--- config.mk ---
export PLATFORM = sky130hd
export DESIGN_NAME = axis_seq_gen_check
export DESIGN_NICKNAME = d
export VERILOG_FILES = /design/src/rtl/axis_seq_gen_check.sv
export SDC_FILE = /design/constraint.sdc
export NUM_CORES = 1
export LEC_CHECK = 0
export ABC_AREA = 1
export CAP_MARGIN = 20
export CORE_ASPECT_RATIO = 1.25
export CORE_MARGIN = 2
export CORE_UTILIZATION = 53
export CTS_CLUSTER_DIAMETER = 150
export CTS_CLUSTER_SIZE = 8
export DETAILED_ROUTE_END_ITERATION = 8
export GPL_ROUTABILITY_DRIVEN = 0
export PLACE_DENSITY = 0.85
export SLEW_MARGIN = 10
export SYNTH_ARGS = -nofsm -noshare
export SYNTH_HDL_FRONTEND = slang
export SYNTH_SLANG_ARGS = --single-unit
--- constraint.sdc ---
create_clock -name axis_aclk -period 2.3 [get_ports axis_aclk]
set_input_delay 0.345 -clock axis_aclk [delete_from_list [all_inputs] [get_ports axis_aclk]]
set_output_delay 0.345 -clock axis_aclk [all_outputs]
set_load 0.02 [all_outputs]
--- src/rtl/axis_seq_gen_check.sv ---
// AXI-Stream incrementing-sequence generator plus a checker that verifies such a sequence.
// Generator paces beats with optional idle gaps; checker flags data/last errors and keeps statistics.
module axis_seq_gen_check #(
   parameter int          C_AXIS_TDATA_WIDTH = 32,
   parameter int          PACKET_WORDS       = 14,
   parameter int          GAP_CYCLES         = 2,
   parameter logic [63:0] START_VALUE        = 64'd1
) (
   input  logic                              axis_aclk,
   input  logic                              axis_aresetn,
   input  logic                              enable,
   output logic                              m_axis_tvalid,
   output logic [C_AXIS_TDATA_WIDTH-1:0]     m_axis_tdata,
   output logic [C_AXIS_TDATA_WIDTH/8-1:0]   m_axis_tstrb,
   output logic                              m_axis_tlast,
   input  logic                              m_axis_tready,
   input  logic                              s_axis_tvalid,
   input  logic [C_AXIS_TDATA_WIDTH-1:0]     s_axis_tdata,
   input  logic [C_AXIS_TDATA_WIDTH/8-1:0]   s_axis_tstrb,
   input  logic                              s_axis_tlast,
   output logic                              s_axis_tready,
   input  logic                              accept_en,
   output logic                              err_data,
   output logic                              err_last,
   output logic [15:0]                       err_count,
   output logic [31:0]                       word_count,
   output logic [15:0]                       pkt_count
);
   localparam int W  = C_AXIS_TDATA_WIDTH;
   localparam int IW = (PACKET_WORDS > 1) ? $clog2(PACKET_WORDS) : 1;
   localparam int GW = (GAP_CYCLES > 1) ? $clog2(GAP_CYCLES) : 1;
   localparam logic [W-1:0]  START_W  = START_VALUE[W-1:0];
   localparam logic [IW-1:0] IDX_LAST = IW'(PACKET_WORDS - 1);

   typedef enum logic [1:0] {
      ST_IDLE = 2'd0,
      ST_SEND = 2'd1,
      ST_GAP  = 2'd2
   } state_t;

   state_t          r_state;
   state_t          w_state_next;
   logic [GW-1:0]   r_gap_cnt;
   logic [GW-1:0]   w_gap_next;
   logic [W-1:0]    r_gen_value;
   logic [IW-1:0]   r_word_idx;
   logic            w_hs;
   logic            w_idx_last;

   assign w_hs       = (r_state == ST_SEND) && m_axis_tready;
   assign w_idx_last = (r_word_idx == IDX_LAST);

   always_comb begin
      w_state_next = r_state;
      w_gap_next   = r_gap_cnt;
      case (r_state)
         ST_IDLE: begin
            if (enable) w_state_next = ST_SEND;
         end
         ST_SEND: begin
            if (w_hs) begin
               if (GAP_CYCLES == 0) begin
                  w_state_next = (enable || !w_idx_last) ? ST_SEND : ST_IDLE;
               end else begin
                  w_state_next = ST_GAP;
                  w_gap_next   = GW'(GAP_CYCLES - 1);
               end
            end
         end
         ST_GAP: begin
            // Stopping is only allowed once the packet has closed (word_idx back at 0).
            if (r_gap_cnt == '0) begin
               w_state_next = (enable || (r_word_idx != '0)) ? ST_SEND : ST_IDLE;
            end else begin
               w_gap_next = r_gap_cnt - GW'(1);
            end
         end
         default: w_state_next = ST_IDLE;
      endcase
   end

   always_ff @(posedge axis_aclk or negedge axis_aresetn) begin
      if (!axis_aresetn) begin
         r_state     <= ST_IDLE;
         r_gap_cnt   <= '0;
         r_gen_value <= START_W;
         r_word_idx  <= '0;
      end else begin
         r_state   <= w_state_next;
         r_gap_cnt <= w_gap_next;
         if (w_hs) begin
            r_gen_value <= r_gen_value + W'(1);
            r_word_idx  <= w_idx_last ? '0 : r_word_idx + IW'(1);
         end
      end
   end

   assign m_axis_tvalid = (r_state == ST_SEND);
   assign m_axis_tdata  = r_gen_value;
   assign m_axis_tstrb  = '1;
   assign m_axis_tlast  = m_axis_tvalid && w_idx_last;

   logic            r_s_tready;
   logic [W-1:0]    r_expected;
   logic [IW-1:0]   r_rx_idx;
   logic            r_err_data;
   logic            r_err_last;
   logic [15:0]     r_err_count;
   logic [31:0]     r_word_count;
   logic [15:0]     r_pkt_count;
   logic            w_accept;
   logic            w_rx_last;
   logic            w_data_bad;
   logic            w_last_bad;
   logic            w_unused_tstrb;

   assign w_accept       = s_axis_tvalid && r_s_tready;
   assign w_rx_last      = (r_rx_idx == IDX_LAST);
   assign w_data_bad     = (s_axis_tdata != r_expected);
   assign w_last_bad     = (s_axis_tlast != w_rx_last);
   assign w_unused_tstrb = &{1'b0, s_axis_tstrb};

   always_ff @(posedge axis_aclk or negedge axis_aresetn) begin
      if (!axis_aresetn) begin
         r_s_tready   <= 1'b0;
         r_expected   <= START_W;
         r_rx_idx     <= '0;
         r_err_data   <= 1'b0;
         r_err_last   <= 1'b0;
         r_err_count  <= '0;
         r_word_count <= '0;
         r_pkt_count  <= '0;
      end else begin
         r_s_tready <= accept_en;
         r_err_data <= w_accept && w_data_bad;
         r_err_last <= w_accept && w_last_bad;
         if (w_accept) begin
            // Resynchronise on the received value so one bad word yields one error.
            r_expected   <= s_axis_tdata + W'(1);
            r_rx_idx     <= (s_axis_tlast || w_rx_last) ? '0 : r_rx_idx + IW'(1);
            r_word_count <= r_word_count + 32'd1;
            if (s_axis_tlast) r_pkt_count <= r_pkt_count + 16'd1;
            if ((w_data_bad || w_last_bad) && (r_err_count != 16'hFFFF)) begin
               r_err_count <= r_err_count + 16'd1;
            end
         end
      end
   end

   assign s_axis_tready = r_s_tready;
   assign err_data      = r_err_data;
   assign err_last      = r_err_last;
   assign err_count     = r_err_count;
   assign word_count    = r_word_count;
   assign pkt_count     = r_pkt_count;

endmodule

=== Yosys cells after proc, flatten, opt, wreduce, memory -nomap -nowiden ===
Cells that the tools add are included.
Widths: inputs -> output; s select.

* Output and inout port bits: 105
* Register bits: 142

* Reduce and logical (&&, ||, !) cells: 16
* Muxes and demuxes: 10
* Equal/unequal tests: 10
* Add/subtract/negate cells: 8

{| class="wikitable"
|+ Operator list
! operator !! number
|-
| $add 32x1->32 const B || 3
|-
| $add 16x1->16 const B || 2
|-
| $ne 32x32->1 || 1
|-
| $ne 16x16->1 const B || 1
|-
| $add 4x1->4 const B || 2
|-
| $eq 4x4->1 const B || 2
|-
| $mux 4 || 2
|-
| $logic_and 1x1->1 || 6
|-
| $mux 2 || 3
|-
| $pmux 2 s3 || 1
|-
| $reduce_and 2->1 || 3
|-
| $ne 2x2->1 const B || 2
|-
| $reduce_bool 4->1 || 1
|-
| $logic_or 1x1->1 || 3
|-
| $mux 1 || 3
|-
| $reduce_and 3->1 || 1
|-
| $eq 2x1->1 const B || 1
|-
| $eq 2x2->1 const B || 1
|-
| $logic_not 2->1 || 1
|-
| $ne 2x1->1 const B || 1
|-
| $pmux 1 s2 || 1
|-
| $reduce_bool 2->1 || 1
|-
| $ne 1x1->1 || 1
|-
| $sub 1x1->1 const B || 1
|}

=== Depth between registers and ports, before layout ===
Gate-level depths: netlist (run 1).

* Word-level depth: 5
* Mapped depth: 12

=== Worst setup path after synthesis (run 1) ===
OpenSTA, ideal clock, no wires.

* Path type: reg-to-reg
* From: register r_gen_value[0] (netlist: m_axis_tdata[0])
* To: register r_gen_value[26] (netlist: m_axis_tdata[26])
* Clock period less this slack: 1.806 ns
* Path buffers: 0
* Data arrival time: 1.686 ns
* Required time: 2.179 ns
* Cell stages (with the launch flop): 9
* Path slack: 0.494 ns
* Path through: dfstp_2 -> ha_1 -> nand3_1 -> nor2_8 -> nand3_4 -> nor2_8 -> nand4_4 -> o21ai_1 -> nand2_1

* Longest elaborated chain between the ends: 1

{| class="wikitable"
|+ RTL lines
! element !! line !! RTL
|-
| start, declared || 45 || <nowiki>logic [W-1:0] r_gen_value;</nowiki>
|-
| start signal, assigned || 92 || <nowiki>r_gen_value <= r_gen_value + W'(1);</nowiki>
|-
| $add 32x1->32 || 92 ||
|}

No other way between the ends.
A chain may end at the register's enable or synchronous reset.

=== Final worst setup path (run 1) ===
* From: register r_state[1]
* To: output port m_axis_tlast

* Longest elaborated chain between the ends: 2

{| class="wikitable"
|+ RTL lines
! element !! line !! RTL
|-
| start, declared || 41 || <nowiki>state_t r_state;</nowiki>
|-
| start signal, assigned || 89 || <nowiki>r_state <= w_state_next;</nowiki>
|-
| $eq 2x1->1 || 98 || <nowiki>assign m_axis_tvalid = (r_state == ST_SEND);</nowiki>
|-
| $logic_and 1x1->1 || 101 || <nowiki>assign m_axis_tlast = m_axis_tvalid && w_idx_last;</nowiki>
|-
| end, declared || 15 || <nowiki>output logic m_axis_tlast,</nowiki>
|}

No other way between the ends.

==> results of run 1 <==
## flip-flops by register name (all words and copies together), names as in the netlist
signal,flops
r_expected,32
s_axis_tready,1
err_count,16
r_word_idx,4
err_data,1
m_axis_tdata,32
r_gap_cnt,1
r_state,2
r_rx_idx,4
pkt_count,16
err_last,1
word_count,32
## worst max-delay path: cells and delay by family, from the launching register on
family                 cells  cell delay [ps]
and+or+nand+nor            2              430
DFF                        1              460
buffers and inverters      2              470
## metal layers
metal | vias up | share of wire | wire [um]
met3 | 42 | 0.033 | 647
li1 | 3456 | - | -
met1 | 3431 | 0.41 | 8080
met5 | - | 0 | 0
met2 | 188 | 0.52 | 10300
met4 | 0 | 0.030 | 592
## final timing paths
check / slack, ps / cells after the start / endpoint / start
setup / recovery: 160 / 4 / m_axis_tlast / r_state[1]$_DFFE_PN0P_
hold / removal: 360 / 1 / s_axis_tready$_DFF_PN0_ / accept_en
setup reg to reg: 380 / 8 / m_axis_tdata[22]$_DFFE_PN0P_ / m_axis_tdata[0]$_DFFE_PN1P_
hold reg to reg: 470 / 1 / m_axis_tdata[31]$_DFFE_PN0P_ / m_axis_tdata[31]$_DFFE_PN0P_
max in group asynchronous: 1130 / 3 / err_count[2]$_DFFE_PN0P_ / axis_aresetn
min in group asynchronous: 450 / 2 / m_axis_tdata[8]$_DFFE_PN0P_ / axis_aresetn
## power breakdown
| part | leakage, nW | internal [mW] | switching [mW] |
|---|---|---|---|
| clock | 0.296 | 1.74 | 1.07 |
| combinational | 2.91 | 0.770 | 0.972 |
| sequential | 1.83 | 2.84 | 0.366 |
| total | 5.04 | 5.35 | 2.41 |
## kinds of logic after synthesis
group,count (synthesis),synth area share
other,1,0.000465
DFF,142,0.441
and+or+nand+nor,527,0.315
buffers and inverters,125,0.0614
AOI/OAI and AO/OA,45,0.0307
xor gates and xnor gates,126,0.137
muxes,2,0.00264
adders and majority gates,8,0.0124
## metrics by stage
step	setup WS [ps]	cell area (sq um)	std cells	hold WS [ps]
after detailed placement	10.3	9870	1313	365
final	161	10500	1346	362
after CTS	169	10500	1346	359
after floorplan	494	8080	979	49.4
after global routing	82.6	10500	1346	365
after global placement	75.2	9870	1313	358
## what timing repair did
item,4_1_cts,5_1_grt
buffers inserted,0,0
gates resized for setup,1,0
endpoints found under the hold margin,53,0
hold buffers,1,0
setup endpoints to repair,1,0
## cells in the final DEF, fill, tap and decap left out, types with 5 or more instances in the layout
cell type and instances:
xor2_1 69, nor2_1 88, nor2_2 10, nor3_1 28, nand2_2 7, o21ai_1 10, clkdlybuf4s50_1 137, a21oi_1 6
nand2_1 270, a31oi_1 6, clkbuf_16 17, inv_1 93, nand3_2 5, buf_4 29, o21ai_0 16, ha_1 8
nand4_1 41, xnor2_1 57, dfrtp_1 140, nand3_1 46, nor2_4 6, clkbuf_8 5, inv_2 13
## area by class of cell
| cell class | instances | share of cell area |
|---|---|---|
| tap | 182 | 0.0217 |
| clock buffer | 23 | 0.0475 |
| timing repair buffer | 171 | 0.158 |
| multi-input combinational | 712 | 0.384 |
| inverter | 107 | 0.0384 |
| clock inverter | 9 | 0.0103 |
| sequential | 142 | 0.339 |
==> results_dict.tcl, run 1 <==
set metrics [dict create \
    status "completed" \
    path_max_fanout 5 \
    slowest_stage "dfrtp_1" \
    netlist_area_sq_um 8070 \
    hold_class "primary input to flip-flop" \
    grt_pass1_vias 6995 \
    endpoint_kind "primary output" \
    synth_cell_types 49 \
    cap_violations 0 \
    synth_edf_count 0 \
    use_met3 0.0366 \
    path_clk_slew_ps 60 \
    num_vias 7117 \
    clock_latency_ps 430 \
    leakagePower_nw 5.04 \
    critPathMaxStageDelay_ps 460 \
    dr.pass1.iters 6 \
    hpwl_mm 14.2 \
    grt_use_met1 0.314 \
    path_class "flip-flop to primary output" \
    viasPerCell 5.29 \
    synth_top_cell_by_area "dfrtp_1" \
    setup_violations 0 \
    synth_common_cells "nand2_1 (270), dfrtp_1 (140), inv_1 (93)" \
    finalWirelength_mm 19.6 \
    slew_headroom 0.617 \
    synth_top_area_share 0.434 \
    required_ps 1960 \
    numCtsBuffers 17 \
    io_buffers 139 \
    ir_drop_v 0.000464 \
    drc 0 \
    synth.most_common_cell "nand2_1" \
    multi_input_area_sq_um 4030 \
    ys.flop_type "dfrtp_1" \
    yosys-top-cells-area "dfrtp_1 (43%), nand2_1 (13%), xor2_1 (7.5%)" \
    grt_start_max_net_pins 59 \
    fin_crit_ps 2140 \
    initial_utilization 0.540 \
    track_usage 0.256 \
    num_antenna_cells 0 \
    row_count 50 \
    cts_root_buf "clkbuf_16" \
    top_usage_layer "met2" \
    clock.fmax_mhz 468 \
    skew_ps 8.65 \
    die_x_um 114 \
    tightest_slew_ps 575 \
    grt_use_met2 0.453 \
    final_util 0.701 \
    path_cells "nor2_4, inv_1, nor4_1, dlygate4sd2_1" \
    min_period_over_period 0.930 \
    hold_viol_final 0 \
    dr.first_iter.drc_count 440 \
    cts_tree "yes" \
    synthArstFlopShare 1.00 \
    areaGrowthSynthToFinish_pct 29.9 \
    rsz0062_at_grt "no" \
    drive_above_1_share 0.111 \
    antenna_found_initial 0 \
    synth.avg_cell_area_sq_um 8.27 \
    nets 1202 \
    final_max_slew_viol_count 0 \
    fillCellCount 1096 \
    seq_area_sq_um 3560 \
    die_h_um 142 \
    power.total_mw 7.76 \
    core_sq_um 15000 \
    grt_pass1_wl_mm 33.3 \
    power.density_nw_per_um2 740 \
    setup_tns_ps 0 \
    die_area_sq_um 16200 \
    overflow 0 \
    synth-seq-cells 142 \
    crit_arrival_ps 1790 \
    antenna_left 0 \
    start_kind "flip-flop" \
    ios 148 \
    ys_warn_count 0 \
    htreeDepth 4 \
    synth.yosys.seq_area_share 0.441 \
    synthCells 976 \
    cts.sinks 142 \
    wl_per_cell_um 14.6 \
    clock_path_buffers 2 \
]
(Power assumes the default switching activity.)
==> run 2: changes to the inputs <==
SKIP_CTS_REPAIR_TIMING = 1   (was not set)
==> results_dict.tcl, run 2 (synthesis results as in run 1) <==
set metrics [dict create \
    drc 0 \
    wl_met1_mm 8.05 \
    drive_above_1_share 0.111 \
    hold_class "primary input to flip-flop" \
    clock_path_buffers 2 \
    intPower_mw 5.35 \
    grt_pass1_vias 6992 \
    die_h_um 142 \
    rsz0062_at_grt "no" \
    fillCellCount 1094 \
    clock_latency_ps 430 \
    status "completed" \
    final_common_cell "nand2_1" \
    p_sw_mw 2.41 \
    grt_start_max_net_pins 59 \
    setup_violations 0 \
    path_max_fanout 5 \
    hold_viol_final 0 \
    leakagePower_nw 5.05 \
    slew_headroom 0.617 \
    required_ps 1960 \
    numCtsBuffers 17 \
    num_vias 7124 \
    hpwl_mm 14.2 \
    swShare 0.311 \
    antenna_left 0 \
    die_x_um 114 \
    final_max_slew_viol_count 0 \
    p_clk_frac 0.362 \
    antenna_found_initial 0 \
    htreeDepth 4 \
    io_buffers 139 \
    fin_crit_ps 2040 \
    min_period_over_period 0.888 \
    mostFrequentLayoutCells "nand2_1 (270), dfrtp_1 (140), clkdlybuf4s50_1 (137), inv_1 (93), nor2_1 (88)" \
    finalWirelength_mm 19.6 \
    routed.top_layer "met4" \
    path_clk_slew_ps 60 \
    dr_wl_met2_mm 10.3 \
    initial_utilization 0.540 \
    num_antenna_cells 0 \
    dr_wl_met3_um 674 \
    ios 148 \
    cts.sinks 142 \
    crit_arrival_ps 1700 \
    power.density_nw_per_um2 740 \
    track_usage 0.256 \
    core_sq_um 15000 \
    areaGrowthSynthToFinish_pct 29.9 \
    cts_tree "yes" \
    path_class "flip-flop to primary output" \
    die_area_sq_um 16200 \
    final_util 0.701 \
    nets 1202 \
    cap_violations 0 \
    p_seq_frac 0.413 \
    skew_ps 8.65 \
    viasPerCell 5.29 \
    combinationalPowerShare 0.225 \
    dr.pass1.iters 6 \
    ir_drop_v 0.000464 \
    start_kind "flip-flop" \
    wl_per_cell_um 14.6 \
    clock.fmax_mhz 490 \
    cts_root_buf "clkbuf_16" \
    holdWs_ps 362 \
    endpoint_kind "primary output" \
    row_count 50 \
    overflow 0 \
    tightest_slew_ps 575 \
    dr.first_iter.drc_count 440 \
    grt_pass1_wl_mm 33.3 \
]
-- run 2: path summary, 6_finish.rpt --
| kind | from | end | slack (ps) | cells after the start |
|---|---|---|---|---|
| max | r_state[1]$_DFFE_PN0P_ | m_axis_tvalid | 260 | 2 |
| min | accept_en | s_axis_tready$_DFF_PN0_ | 360 | 1 |
| max reg2reg | m_axis_tdata[0]$_DFFE_PN1P_ | m_axis_tdata[22]$_DFFE_PN0P_ | 370 | 8 |
| min reg2reg | m_axis_tdata[31]$_DFFE_PN0P_ | m_axis_tdata[31]$_DFFE_PN0P_ | 470 | 1 |
| max in group asynchronous | axis_aresetn | err_count[2]$_DFFE_PN0P_ | 1130 | 3 |
| min in group asynchronous | axis_aresetn | m_axis_tdata[8]$_DFFE_PN0P_ | 450 | 2 |
-- run 2: worst max-delay path, stage by stage, from the launching register on --
cell	delay, ps
dfrtp_1	460
nor2_4	190
clkdlybuf4s50_1	620
-- run 2: area by class of cell --
class,instances,area (sq um),area share
clock buffer,23,498,0.0475
clock inverter,9,108,0.0103
inverter,107,403,0.0384
multi-input combinational,712,4030,0.384
sequential,142,3560,0.339
tap,182,228,0.0217
timing repair buffer,171,1660,0.159
-- run 2: power by group through the flow --
| stage | clock network, mW | logic, mW | registers, mW |
|---|---|---|---|
| floorplan | 0 | 0.798 | 3.37 |
| global placement | 0 | 1.68 | 3.21 |
| detailed placement | 0 | 1.73 | 3.23 |
| CTS | 2.83 | 1.75 | 3.20 |
| global route | 2.94 | 1.91 | 3.25 |
| finish | 2.81 | 1.74 | 3.20 |
-- run 2: per-stage QoR --
stage	std cells	total power [mW]	setup WS (ps)	area (sq um)	TNS, ps
final	1346	7.76	257	10500	0
after global routing	1346	8.11	185	10500	0
after global placement	1313	4.90	75.2	9870	0
after CTS	1345	7.78	-136	10500	-136
after floorplan	979	4.17	494	8080	0
after detailed placement	1313	4.97	10.3	9870	0
-- run 2: metal layers --
layer,vias up,GRT usage
li1,3456,-
met1,3428,0.314
met2,194,0.453
met3,46,0.0366
met4,0,0.102
met5,-,0
==> run 3: changes to the inputs <==
CORE_MARGIN = not set   (was 2)
==> results_dict.tcl, run 3 (synthesis results as in run 1) <==
set metrics [dict create \
    status "finished with violations" \
    violations "DRC" \
    skew_ps 8.02 \
    grt_start_max_net_pins 61 \
    fin_area_sq_um 10500 \
    initial_utilization 0.540 \
    min_period_over_period 0.901 \
    overflow 0 \
    die_h_um 140 \
    cts_tree "yes" \
    swShare 0.313 \
    holdWs_ps 350 \
    p_sw_mw 2.41 \
    path_clk_slew_ps 60 \
    row_count 50 \
    crit_arrival_ps 1730 \
    dp.cells 1314 \
    cap_violations 0 \
    hold_viol_final 0 \
    worst_slack_ps 228 \
    areaGrowthSynthToFinish_pct 30.0 \
    path_class "flip-flop to primary output" \
    hpwl_mm 14.1 \
    core_sq_um 15000 \
    setup_tns_ps 0 \
    die_x_um 112 \
    setup_violations 0 \
    pre_cts_ws_ps -8.06 \
    combinationalPowerShare 0.228 \
    num_vias 7016 \
    critPathMaxStageDelay_ps 450 \
    path_max_fanout 5 \
    intPower_mw 5.29 \
    p_clk_frac 0.357 \
    numCtsBuffers 17 \
    final_max_slew_viol_count 0 \
    htreeDepth 4 \
    dr.first_iter.drc_count 352 \
    power.total_mw 7.70 \
    cts_root_buf "clkbuf_16" \
    antenna_left 0 \
    wl_per_cell_um 14.2 \
    rsz0062_at_grt "no" \
    ios 148 \
    clock_path_buffers 2 \
    clock.fmax_mhz 483 \
    num_antenna_cells 0 \
    io_buffers 139 \
    instances_no_fill 1347 \
    finalWirelength_mm 19.2 \
    nets 1203 \
    viasPerCell 5.21 \
    final_util 0.701 \
    start_kind "flip-flop" \
    required_ps 1960 \
    ir_drop_v 0.000396 \
    antenna_found_initial 0 \
    cts.sinks 142 \
    power.density_nw_per_um2 735 \
    grt_pass1_vias 7091 \
    final_common_cell "nand2_1" \
    drive_above_1_share 0.111 \
    path_cells "nor2_4, inv_1, nor4_1, dlymetal6s2s_1" \
    hold_class "primary input to asynchronous set/reset pin" \
    track_usage 0.260 \
    slowest_stage "dfrtp_1" \
    grt_pass1_wl_mm 32.6 \
    dr.pass1.iters 8 \
    leakagePower_nw 5.05 \
    fin_crit_ps 2070 \
    p_seq_frac 0.416 \
    drc 1 \
    endpoint_kind "primary output" \
    clock_latency_ps 420 \
    dpl_cell_area_sq_um 9890 \
    mostFrequentLayoutCells "nand2_1 (270), dfrtp_1 (140), clkdlybuf4s50_1 (137), inv_1 (93), nor2_1 (88)" \
    die_area_sq_um 15700 \
]
-- run 3: cell types whose count changed in the layout (fill, tap and decap cells not counted), sizes merged --
cell	previous run	this run
buf	32	33
clkbuf	23	22
inv	107	106
clkinv	5	8
clkinvlp	2	1
-- run 3: worst paths after layout --
path,to,slack [ps],cells after the start,startpoint
max in group asynchronous,r_expected[0]$_DFFE_PN1P_,1290,3,axis_aresetn
worst min-delay path,m_axis_tdata[12]$_DFFE_PN0P_,350,2,axis_aresetn
min in group axis_aclk,s_axis_tready$_DFF_PN0_,370,1,accept_en
worst min register to register,m_axis_tdata[31]$_DFFE_PN0P_,470,1,m_axis_tdata[31]$_DFFE_PN0P_
worst max-delay path,m_axis_tlast,230,4,r_state[1]$_DFFE_PN0P_
worst max register to register,m_axis_tdata[20]$_DFFE_PN0P_,360,8,m_axis_tdata[0]$_DFFE_PN1P_
-- run 3: per-layer routing --
layer / wire length, um / GRT usage / vias to the layer above / part of all wire
met4: 837 / 0.147 / 0 / 0.044
met3: 709 / 0.0398 / 65 / 0.037
met2: 9780 / 0.456 / 201 / 0.51
met5: 0 / 0 / - / 0
met1: 7830 / 0.303 / 3285 / 0.41
li1: - / - / 3465 / -
-- run 3: critical path: cells and delay by family (launching register included) --
kind / cells / cell delay (ps)
buffers and inverters: 2 / 360
flip-flops: 1 / 450
AND/OR/NAND/NOR: 2 / 490
-- run 3: power by group through the flow --
stage               registers (mW)  logic, mW  clock network, mW
finish                        3.20       1.75               2.75
global route                  3.24       1.92               2.90
CTS                           3.20       1.77               2.79
detailed placement            3.23       1.74                  0
global placement              3.21       1.68                  0
floorplan                     3.37      0.798                  0
-- run 3: cell type report --
type / count / area [sq um]
flip-flops and latches: 142 / 3560
multi-input cells: 712 / 4030
inverters: 107 / 403
clock inverters: 10 / 114
well taps: 182 / 228
fillers: 1133 / 4470
repair buffers: 172 / 1680
clock buffers: 22 / 474
